File: config.mk
export PLATFORM = sky130hd
export DESIGN_NAME = sad_frame_sequencer_flat
export DESIGN_NICKNAME = d
export VERILOG_FILES = /design/src/rtl/sad_frame_sequencer_if.sv /design/src/rtl/sad_frame_sequencer.sv /design/src/flat_wrapper.sv
export SDC_FILE = /design/constraint.sdc
export NUM_CORES = 2
export LEC_CHECK = 0
export BUFFER_PORTS_ARGS = -buffer_cell sky130_fd_sc_hd__buf_2
export CORE_AREA = 2 2 529 531
export CTS_CLUSTER_DIAMETER = 60
export DETAILED_ROUTE_END_ITERATION = 10
export DIE_AREA = 0 0 531 533
export PLACE_DENSITY = 0.34
export RECOVER_POWER = 100
export SLEW_MARGIN = 20
export SYNTH_ARGS = -nofsm -noshare
export SYNTH_HDL_FRONTEND = slang
export SYNTH_SLANG_ARGS = --single-unit
export TNS_END_PERCENT = 20
File: constraint.sdc
create_clock -name clk -period 47.8 [get_ports clk]
set_clock_uncertainty 0.2 [all_clocks]
set_input_delay 2.39 -clock clk [delete_from_list [all_inputs] [get_ports clk]]
set_output_delay 2.39 -clock clk [all_outputs]
set_load 0.01 [all_outputs]
File: src/rtl/sad_frame_sequencer_if.sv
// Handshake/datapath bundle between sad_frame_sequencer, row and template memories and the PE array.
// match_count exists only when SAD_SEQ_MATCH_CNT_EN is defined.
interface sad_frame_sequencer_if #(
  parameter int IMG_W   = 640,
  parameter int TPL_W   = 40,
  parameter int ROW_AW  = 9,
  parameter int TPL_AW  = 6,
  parameter int COORD_W = 10
);
  logic               start;
  logic               busy;
  logic               done;
  logic               row_req;
  logic [ROW_AW-1:0]  row_addr;
  logic               row_ack;
  logic [IMG_W-1:0]   row_data;
  logic [TPL_AW-1:0]  tpl_addr;
  logic [TPL_W-1:0]   tpl_row;
  logic               pe_rst;
  logic [IMG_W-1:0]   pe_original;
  logic               pe_template;
  logic               pe_change_row;
  logic               pe_sad_status;
  logic [COORD_W-1:0] pe_coordinate;
  logic               match_valid;
  logic [ROW_AW-1:0]  match_row;
  logic [COORD_W-1:0] match_col;
`ifdef SAD_SEQ_MATCH_CNT_EN
  logic [ROW_AW:0]    match_count;
`endif

  modport master (
    input  start, row_ack, row_data, tpl_row, pe_sad_status, pe_coordinate,
    output busy, done, row_req, row_addr, tpl_addr, pe_rst, pe_original,
           pe_template, pe_change_row, match_valid, match_row, match_col
`ifdef SAD_SEQ_MATCH_CNT_EN
    , output match_count
`endif
  );

  modport slave (
    output start, row_ack, row_data, tpl_row, pe_sad_status, pe_coordinate,
    input  busy, done, row_req, row_addr, tpl_addr, pe_rst, pe_original,
           pe_template, pe_change_row, match_valid, match_row, match_col
`ifdef SAD_SEQ_MATCH_CNT_EN
    , input match_count
`endif
  );
endinterface

File: src/rtl/sad_frame_sequencer.sv
// Frame sequencer for the vertical SAD PE array: per base row clear, fetch+stream TPL_H rows, settle, check.
// Stalls in FETCH until row_ack (1684 cycles/base at defaults); SAD_SEQ_MATCH_CNT_EN adds match_count.
module sad_frame_sequencer #(
  parameter int IMG_W      = 640,
  parameter int IMG_H      = 480,
  parameter int TPL_W      = 40,
  parameter int TPL_H      = 40,
  parameter int ROW_AW     = 9,
  parameter int TPL_AW     = 6,
  parameter int COORD_W    = 10,
  parameter int SETTLE_CYC = 2
) (
  input logic clk,
  input logic rst,
  sad_frame_sequencer_if.master bus
);
  localparam logic [2:0] S_IDLE   = 3'd0;
  localparam logic [2:0] S_CLEAR  = 3'd1;
  localparam logic [2:0] S_FETCH  = 3'd2;
  localparam logic [2:0] S_STREAM = 3'd3;
  localparam logic [2:0] S_NEXT   = 3'd4;
  localparam logic [2:0] S_SETTLE = 3'd5;
  localparam logic [2:0] S_CHECK  = 3'd6;
  localparam logic [2:0] S_DONE   = 3'd7;

  localparam int BIT_W = (TPL_W > 1) ? $clog2(TPL_W) : 1;
  localparam int CNT_W = (SETTLE_CYC > 1) ? $clog2(SETTLE_CYC) : 1;

  logic [2:0]         r_state;
  logic [ROW_AW-1:0]  r_base;
  logic [TPL_AW-1:0]  r_t;
  logic [BIT_W-1:0]   r_bit;
  logic [CNT_W-1:0]   r_cnt;
  logic [IMG_W-1:0]   r_orig;
  logic               r_match_valid;
  logic [ROW_AW-1:0]  r_match_row;
  logic [COORD_W-1:0] r_match_col;

  logic w_last_bit;
  logic w_last_t;
  logic w_last_base;
  logic w_settled;
  logic w_hit;

  assign w_last_bit  = (r_bit == BIT_W'(TPL_W - 1));
  assign w_last_t    = (r_t == TPL_AW'(TPL_H - 1));
  assign w_last_base = (r_base == ROW_AW'(IMG_H - TPL_H));
  assign w_settled   = (r_cnt == CNT_W'(SETTLE_CYC - 1));
  assign w_hit       = (r_state == S_CHECK) && bus.pe_sad_status;

  always_ff @(posedge clk or posedge rst) begin
    if (rst) begin
      r_state       <= S_IDLE;
      r_base        <= '0;
      r_t           <= '0;
      r_bit         <= '0;
      r_cnt         <= '0;
      r_orig        <= '0;
      r_match_valid <= 1'b0;
      r_match_row   <= '0;
      r_match_col   <= '0;
    end else begin
      r_match_valid <= 1'b0;
      case (r_state)
        S_IDLE:   if (bus.start) r_state <= S_CLEAR;
        S_CLEAR: begin
          r_t     <= '0;
          r_state <= S_FETCH;
        end
        S_FETCH: if (bus.row_ack) begin
          r_orig  <= bus.row_data;
          r_bit   <= '0;
          r_state <= S_STREAM;
        end
        S_STREAM: begin
          if (w_last_bit) r_state <= S_NEXT;
          else            r_bit   <= r_bit + BIT_W'(1);
        end
        S_NEXT: begin
          if (w_last_t) begin
            r_cnt   <= '0;
            r_state <= S_SETTLE;
          end else begin
            r_t     <= r_t + TPL_AW'(1);
            r_state <= S_FETCH;
          end
        end
        S_SETTLE: begin
          if (w_settled) r_state <= S_CHECK;
          else           r_cnt   <= r_cnt + CNT_W'(1);
        end
        S_CHECK: begin
          // match outputs are registered so row/col are valid alongside the pulse
          if (w_hit) begin
            r_match_valid <= 1'b1;
            r_match_row   <= r_base;
            r_match_col   <= bus.pe_coordinate;
          end
          if (w_last_base) begin
            r_state <= S_DONE;
          end else begin
            r_base  <= r_base + ROW_AW'(1);
            r_state <= S_CLEAR;
          end
        end
        S_DONE: begin
          r_base  <= '0;
          r_state <= S_IDLE;
        end
        default: r_state <= S_IDLE;
      endcase
    end
  end

`ifdef SAD_SEQ_MATCH_CNT_EN
  logic [ROW_AW:0] r_match_cnt;

  always_ff @(posedge clk or posedge rst) begin
    if (rst) begin
      r_match_cnt <= '0;
    end else if (r_state == S_IDLE && bus.start) begin
      r_match_cnt <= '0;
    end else if (w_hit && (r_match_cnt != '1)) begin
      r_match_cnt <= r_match_cnt + (ROW_AW + 1)'(1);
    end
  end

  assign bus.match_count = r_match_cnt;
`endif

  assign bus.busy          = (r_state != S_IDLE);
  assign bus.done          = (r_state == S_DONE);
  assign bus.row_req       = (r_state == S_FETCH);
  assign bus.row_addr      = r_base + ROW_AW'(r_t);
  assign bus.tpl_addr      = r_t;
  assign bus.pe_rst        = (r_state == S_CLEAR);
  assign bus.pe_original   = r_orig;
  assign bus.pe_template   = (r_state == S_STREAM) ? bus.tpl_row[r_bit] : 1'b0;
  assign bus.pe_change_row = (r_state == S_NEXT);
  assign bus.match_valid   = r_match_valid;
  assign bus.match_row     = r_match_row;
  assign bus.match_col     = r_match_col;
endmodule

File: src/flat_wrapper.sv
// flat-port wrapper written by rule: the top's interface ports become plain ports
module sad_frame_sequencer_flat 
#(
  parameter int IMG_W      = 640,
  parameter int IMG_H      = 480,
  parameter int TPL_W      = 40,
  parameter int TPL_H      = 40,
  parameter int ROW_AW     = 9,
  parameter int TPL_AW     = 6,
  parameter int COORD_W    = 10,
  parameter int SETTLE_CYC = 2
)
  (clk, rst, bus_start, bus_row_ack, bus_row_data, bus_tpl_row, bus_pe_sad_status, bus_pe_coordinate, bus_busy, bus_done, bus_row_req, bus_row_addr, bus_tpl_addr, bus_pe_rst, bus_pe_original, bus_pe_template, bus_pe_change_row, bus_match_valid, bus_match_row, bus_match_col);
  sad_frame_sequencer_if #(.IMG_W(IMG_W), .TPL_W(TPL_W), .ROW_AW(ROW_AW), .TPL_AW(TPL_AW), .COORD_W(COORD_W)) bus_i ();
  input logic clk;
  input logic rst;
  input wire logic [$bits(bus_i.start)-1:0] bus_start;
  input wire logic [$bits(bus_i.row_ack)-1:0] bus_row_ack;
  input wire logic [$bits(bus_i.row_data)-1:0] bus_row_data;
  input wire logic [$bits(bus_i.tpl_row)-1:0] bus_tpl_row;
  input wire logic [$bits(bus_i.pe_sad_status)-1:0] bus_pe_sad_status;
  input wire logic [$bits(bus_i.pe_coordinate)-1:0] bus_pe_coordinate;
  output wire logic [$bits(bus_i.busy)-1:0] bus_busy;
  output wire logic [$bits(bus_i.done)-1:0] bus_done;
  output wire logic [$bits(bus_i.row_req)-1:0] bus_row_req;
  output wire logic [$bits(bus_i.row_addr)-1:0] bus_row_addr;
  output wire logic [$bits(bus_i.tpl_addr)-1:0] bus_tpl_addr;
  output wire logic [$bits(bus_i.pe_rst)-1:0] bus_pe_rst;
  output wire logic [$bits(bus_i.pe_original)-1:0] bus_pe_original;
  output wire logic [$bits(bus_i.pe_template)-1:0] bus_pe_template;
  output wire logic [$bits(bus_i.pe_change_row)-1:0] bus_pe_change_row;
  output wire logic [$bits(bus_i.match_valid)-1:0] bus_match_valid;
  output wire logic [$bits(bus_i.match_row)-1:0] bus_match_row;
  output wire logic [$bits(bus_i.match_col)-1:0] bus_match_col;
  assign bus_i.start = bus_start;
  assign bus_i.row_ack = bus_row_ack;
  assign bus_i.row_data = bus_row_data;
  assign bus_i.tpl_row = bus_tpl_row;
  assign bus_i.pe_sad_status = bus_pe_sad_status;
  assign bus_i.pe_coordinate = bus_pe_coordinate;
  assign bus_busy = bus_i.busy;
  assign bus_done = bus_i.done;
  assign bus_row_req = bus_i.row_req;
  assign bus_row_addr = bus_i.row_addr;
  assign bus_tpl_addr = bus_i.tpl_addr;
  assign bus_pe_rst = bus_i.pe_rst;
  assign bus_pe_original = bus_i.pe_original;
  assign bus_pe_template = bus_i.pe_template;
  assign bus_pe_change_row = bus_i.pe_change_row;
  assign bus_match_valid = bus_i.match_valid;
  assign bus_match_row = bus_i.match_row;
  assign bus_match_col = bus_i.match_col;
  sad_frame_sequencer #(.IMG_W(IMG_W), .IMG_H(IMG_H), .TPL_W(TPL_W), .TPL_H(TPL_H), .ROW_AW(ROW_AW), .TPL_AW(TPL_AW), .COORD_W(COORD_W), .SETTLE_CYC(SETTLE_CYC)) u_core (.clk(clk), .rst(rst), .bus(bus_i));
endmodule
==> reports/results.md <==
### Floorplan
- floorplan die area: 0.283 mm²
- die width: 531 µm
- DIE HEIGHT: 533 µm
- Placeable Area: 0.278 mm²
- number of top-level pins: 1376
- count of standard-cell rows: 194
- starting density of the core: 0.0962

### Routing
- WL per Instance: 22.2 µm
- Detailed Routing Iterations Pass 1: 6
- via-per-instance ratio: 3.22
- number of routed nets with antenna violations: 0
- number of DRC markers in iteration 0: 1500
- vias after detailed routing: 26.3k
- residual DRC count: 0
- routed wire length: 181000 µm

### Synthesis
- #FFs+latches synth: 685
- proportion of register bits with asynchronous set or reset after synthesis: 1.00
- sequential cell area fraction in the yosys report: 0.641
- cell area after synthesis: 0.0267 mm²
- number of enable flip-flop cells after synthesis: 0
- most common flop cell mapped by yosys: sky130_fd_sc_hd__dfrtp_1
- Mapped Avg Cell Area: 9.00 µm²
- number of nets produced by synthesis: 3676
- YS warnings: 0
- Syn Inst Count: 2970
- count of distinct cell types in the synthesized netlist: 49

### Timing
- setup total negative slack: 0 ps
- Final Max Tran Viols: 1433
- setup-violating endpoint count in the final report: 0
- minimum clock period after layout: 17110 ps
- transition time at the pin with the least slew margin: 6440 ps
- setup repair after global routing missed its margin: no
- post-route fraction of the period consumed by the critical path: 0.358
- highest attainable clock frequency: 58.5 MHz
- number of hold violations in the final report: 0
- relative slew slack: -3.29

### Layout
- net total in the final layout: 5031
- Layout fillers: 32.3k
- Layout area overhead: 51.4%
- multi-input logic area: 0.00873 mm²
- fraction of the core area covered by cells at the end of the flow: 0.146
- Seq. cell area: 0.0171 mm²
- share of final-layout standard cells stronger than drive strength 1: 0.206

### GRT
- vias in the first global route: 26.8k
- total overflow reported by the global router: 0
- pin count of the biggest net entering global routing: 151
- Overall Global Routing Usage: 0.123
- initial antenna violation count: 138
- global-route wire length before repair: 240000 µm

### Placed design
- number of input and output port buffers inserted: 1375
- routability cong.: 0.917
- detailed-placement wirelength estimate: 150000 µm

### Clock tree
- Post-CTS Resized: 0
- buffer type at the clock tree root: sky130_fd_sc_hd__clkbuf_16
- number of H-tree levels: 3
- Clock Path Buffers: 4
- clock tree from TritonCTS: done
- number of buffers added by the clock tree synthesis step: 107
- clock sinks: 685
- hold-fix buffers at CTS: 0
- post-CTS setup buffer count: 0
- clock-pin slew of the registers on the worst-case setup and hold paths: 50 ps
- Clk Latency, worst-skew pair: 810 ps

### Status
- failing checks: capacitance limit, slew limit
- run status: complete, but fails checks

### Critical path
- Critical Path AT: 17600 ps
- critical setup path kind: input pin to flop
- crit path launch type: input pin
- endpoint class of the critical path: flop
- maximum fanout along the worst path: 79
- required time at the endpoint of the critical path: 48290 ps
- slack of the worst reg-to-reg path: 31310 ps

### Worst hold path
- type of the worst min-delay path: flop to flop

### Flow run
- # Max-Cap Violations: 22

### Pwr
- leakage power figure: 20.1 nW
- worst supply voltage drop on vdd: 26.6 µV
- Power, Total: 2.79 mW
- Pwr per Cell Area: 68.9 mW/mm²

## logic make-up (layout without fill, tap and decap cells)
family          after synthesis  count (layout)  share of synthesized area
simple gates               2017            2017                      0.289
compound gates               43              43                     0.0102
buf+inv                     167            1603                     0.0320
mux                          30              30                     0.0167
other cells                   0              47                          0
xor+xnor                     17              17                    0.00557
flops                       685             685                      0.641
fa+ha+maj                    11              11                    0.00543
## placed cells by master (no fill, tap or decap), drive strengths merged, types with 5 or more instances in the layout
master | netlist | layout
a21oi | 12 | 12
buf | 120 | 704
bufinv | 0 | 9
clkbuf | 38 | 844
clkinv | 0 | 20
dfrtp | 685 | 685
diode | 0 | 47
ha | 10 | 10
inv | 9 | 23
mux2 | 16 | 16
mux4 | 10 | 10
nand2 | 1943 | 1943
nand3 | 10 | 10
nand4 | 6 | 6
nor2 | 24 | 24
nor3 | 5 | 5
nor3b | 5 | 5
o21ai | 11 | 11
or3 | 7 | 7
xnor2 | 6 | 6
xor2 | 11 | 11
## final cells by class
cell class / instances / area share
clock buffer: 144 / 0.0748
multi-input combinational: 2118 / 0.216
sequential: 685 / 0.424
antenna: 47 / 0.00291
tap: 3724 / 0.115
inverter: 9 / 0.000866
clock inverter: 46 / 0.0143
timing repair buffer: 1404 / 0.153
## report_power, final
group / internal (mW) / switching [mW] / total (mW)
Sequential: 0.834 / 0.187 / 1.02
Combinational: 0.268 / 0.688 / 0.955
Clock: 0.494 / 0.316 / 0.811
Total: 1.60 / 1.19 / 2.79
## path summary, 6_finish.rpt
check                                                          end  cells past startpoint                               startpoint
hold reg to reg            u_core.bus.pe_original[167]$_DFFE_PP0P_                      2  u_core.bus.pe_original[167]$_DFFE_PP0P_
min in group asynchronous  u_core.bus.pe_original[217]$_DFFE_PP0P_                      2                                      rst
max in group asynchronous  u_core.bus.pe_original[433]$_DFFE_PP0P_                      5                                      rst
hold / removal             u_core.bus.pe_original[167]$_DFFE_PP0P_                      2  u_core.bus.pe_original[167]$_DFFE_PP0P_
setup reg to reg           u_core.bus.pe_original[506]$_DFFE_PP0P_                     10            u_core.r_state[1]$_DFFE_PP0P_
setup / recovery           u_core.bus.pe_original[506]$_DFFE_PP0P_                      9                              bus_row_ack
## state kept, by name, indices dropped and copies added (netlist names)
register and flops:
u_core.r_state 3, u_core.bus.match_valid 1, u_core.bus.match_col 10, u_core.r_bit 6, u_core.bus.tpl_addr 6, u_core.bus.match_row 9, u_core.bus.pe_original 640, u_core.r_base 9
u_core.r_cnt 1
## critical path: stages
cell,delay [ps]
sky130_fd_sc_hd__clkbuf_1,140
sky130_fd_sc_hd__and2_0,2860
sky130_fd_sc_hd__clkbuf_1,2370
sky130_fd_sc_hd__clkbuf_1,2570
sky130_fd_sc_hd__clkbuf_1,2190
sky130_fd_sc_hd__clkbuf_1,2630
sky130_fd_sc_hd__clkbuf_1,1760
sky130_fd_sc_hd__nand2_1,230
sky130_fd_sc_hd__nand2_1,140
## metal layers
| layer | GRT usage | up-vias | wire length [µm] |
|---|---|---|---|
| met5 | 0 | - | 378 |
| met2 | 0.187 | 1346 | 78100 |
| met1 | 0.154 | 12690 | 74000 |
| met3 | 0.0580 | 346 | 23800 |
| li1 | - | 11896 | - |
| met4 | 0.0339 | 56 | 5040 |
## per-stage QoR
step                setup WS [ps]  area, µm²  std cells  hold slack (ps)
finish                      30690      40500       8177              270
global route                29320      40400       8138              289
CTS                         41020      41300       8130              270
detailed placement          40130      37700       7940              256
global placement            40240      37700       7940              253
floorplan                   26010      26700       2970              264
## Yosys cell counts (all sizes together) (3+ instances only)
cell	n	share of area
ha	10	0.0047
o21ai	11	0.0021
nand4	6	0.0014
inv	9	0.0013
nand2	1943	0.27
mux2i	4	0.0015
a21oi	12	0.0022
a21o	3	0.00084
buf	120	0.025
nand3b	3	0.00084
or3	7	0.0016
nor3	5	0.0014
dfrtp	685	0.64
xnor2	6	0.0020
clkbuf	38	0.0053
nor3b	5	0.0020
mux4	10	0.0084
nor2	24	0.0034
nand3	10	0.0019
nand2b	4	0.00094
mux2	16	0.0067
xor2	11	0.0036
a31oi	3	0.00070
No activity file was read; power rests on OpenSTA's default activity.
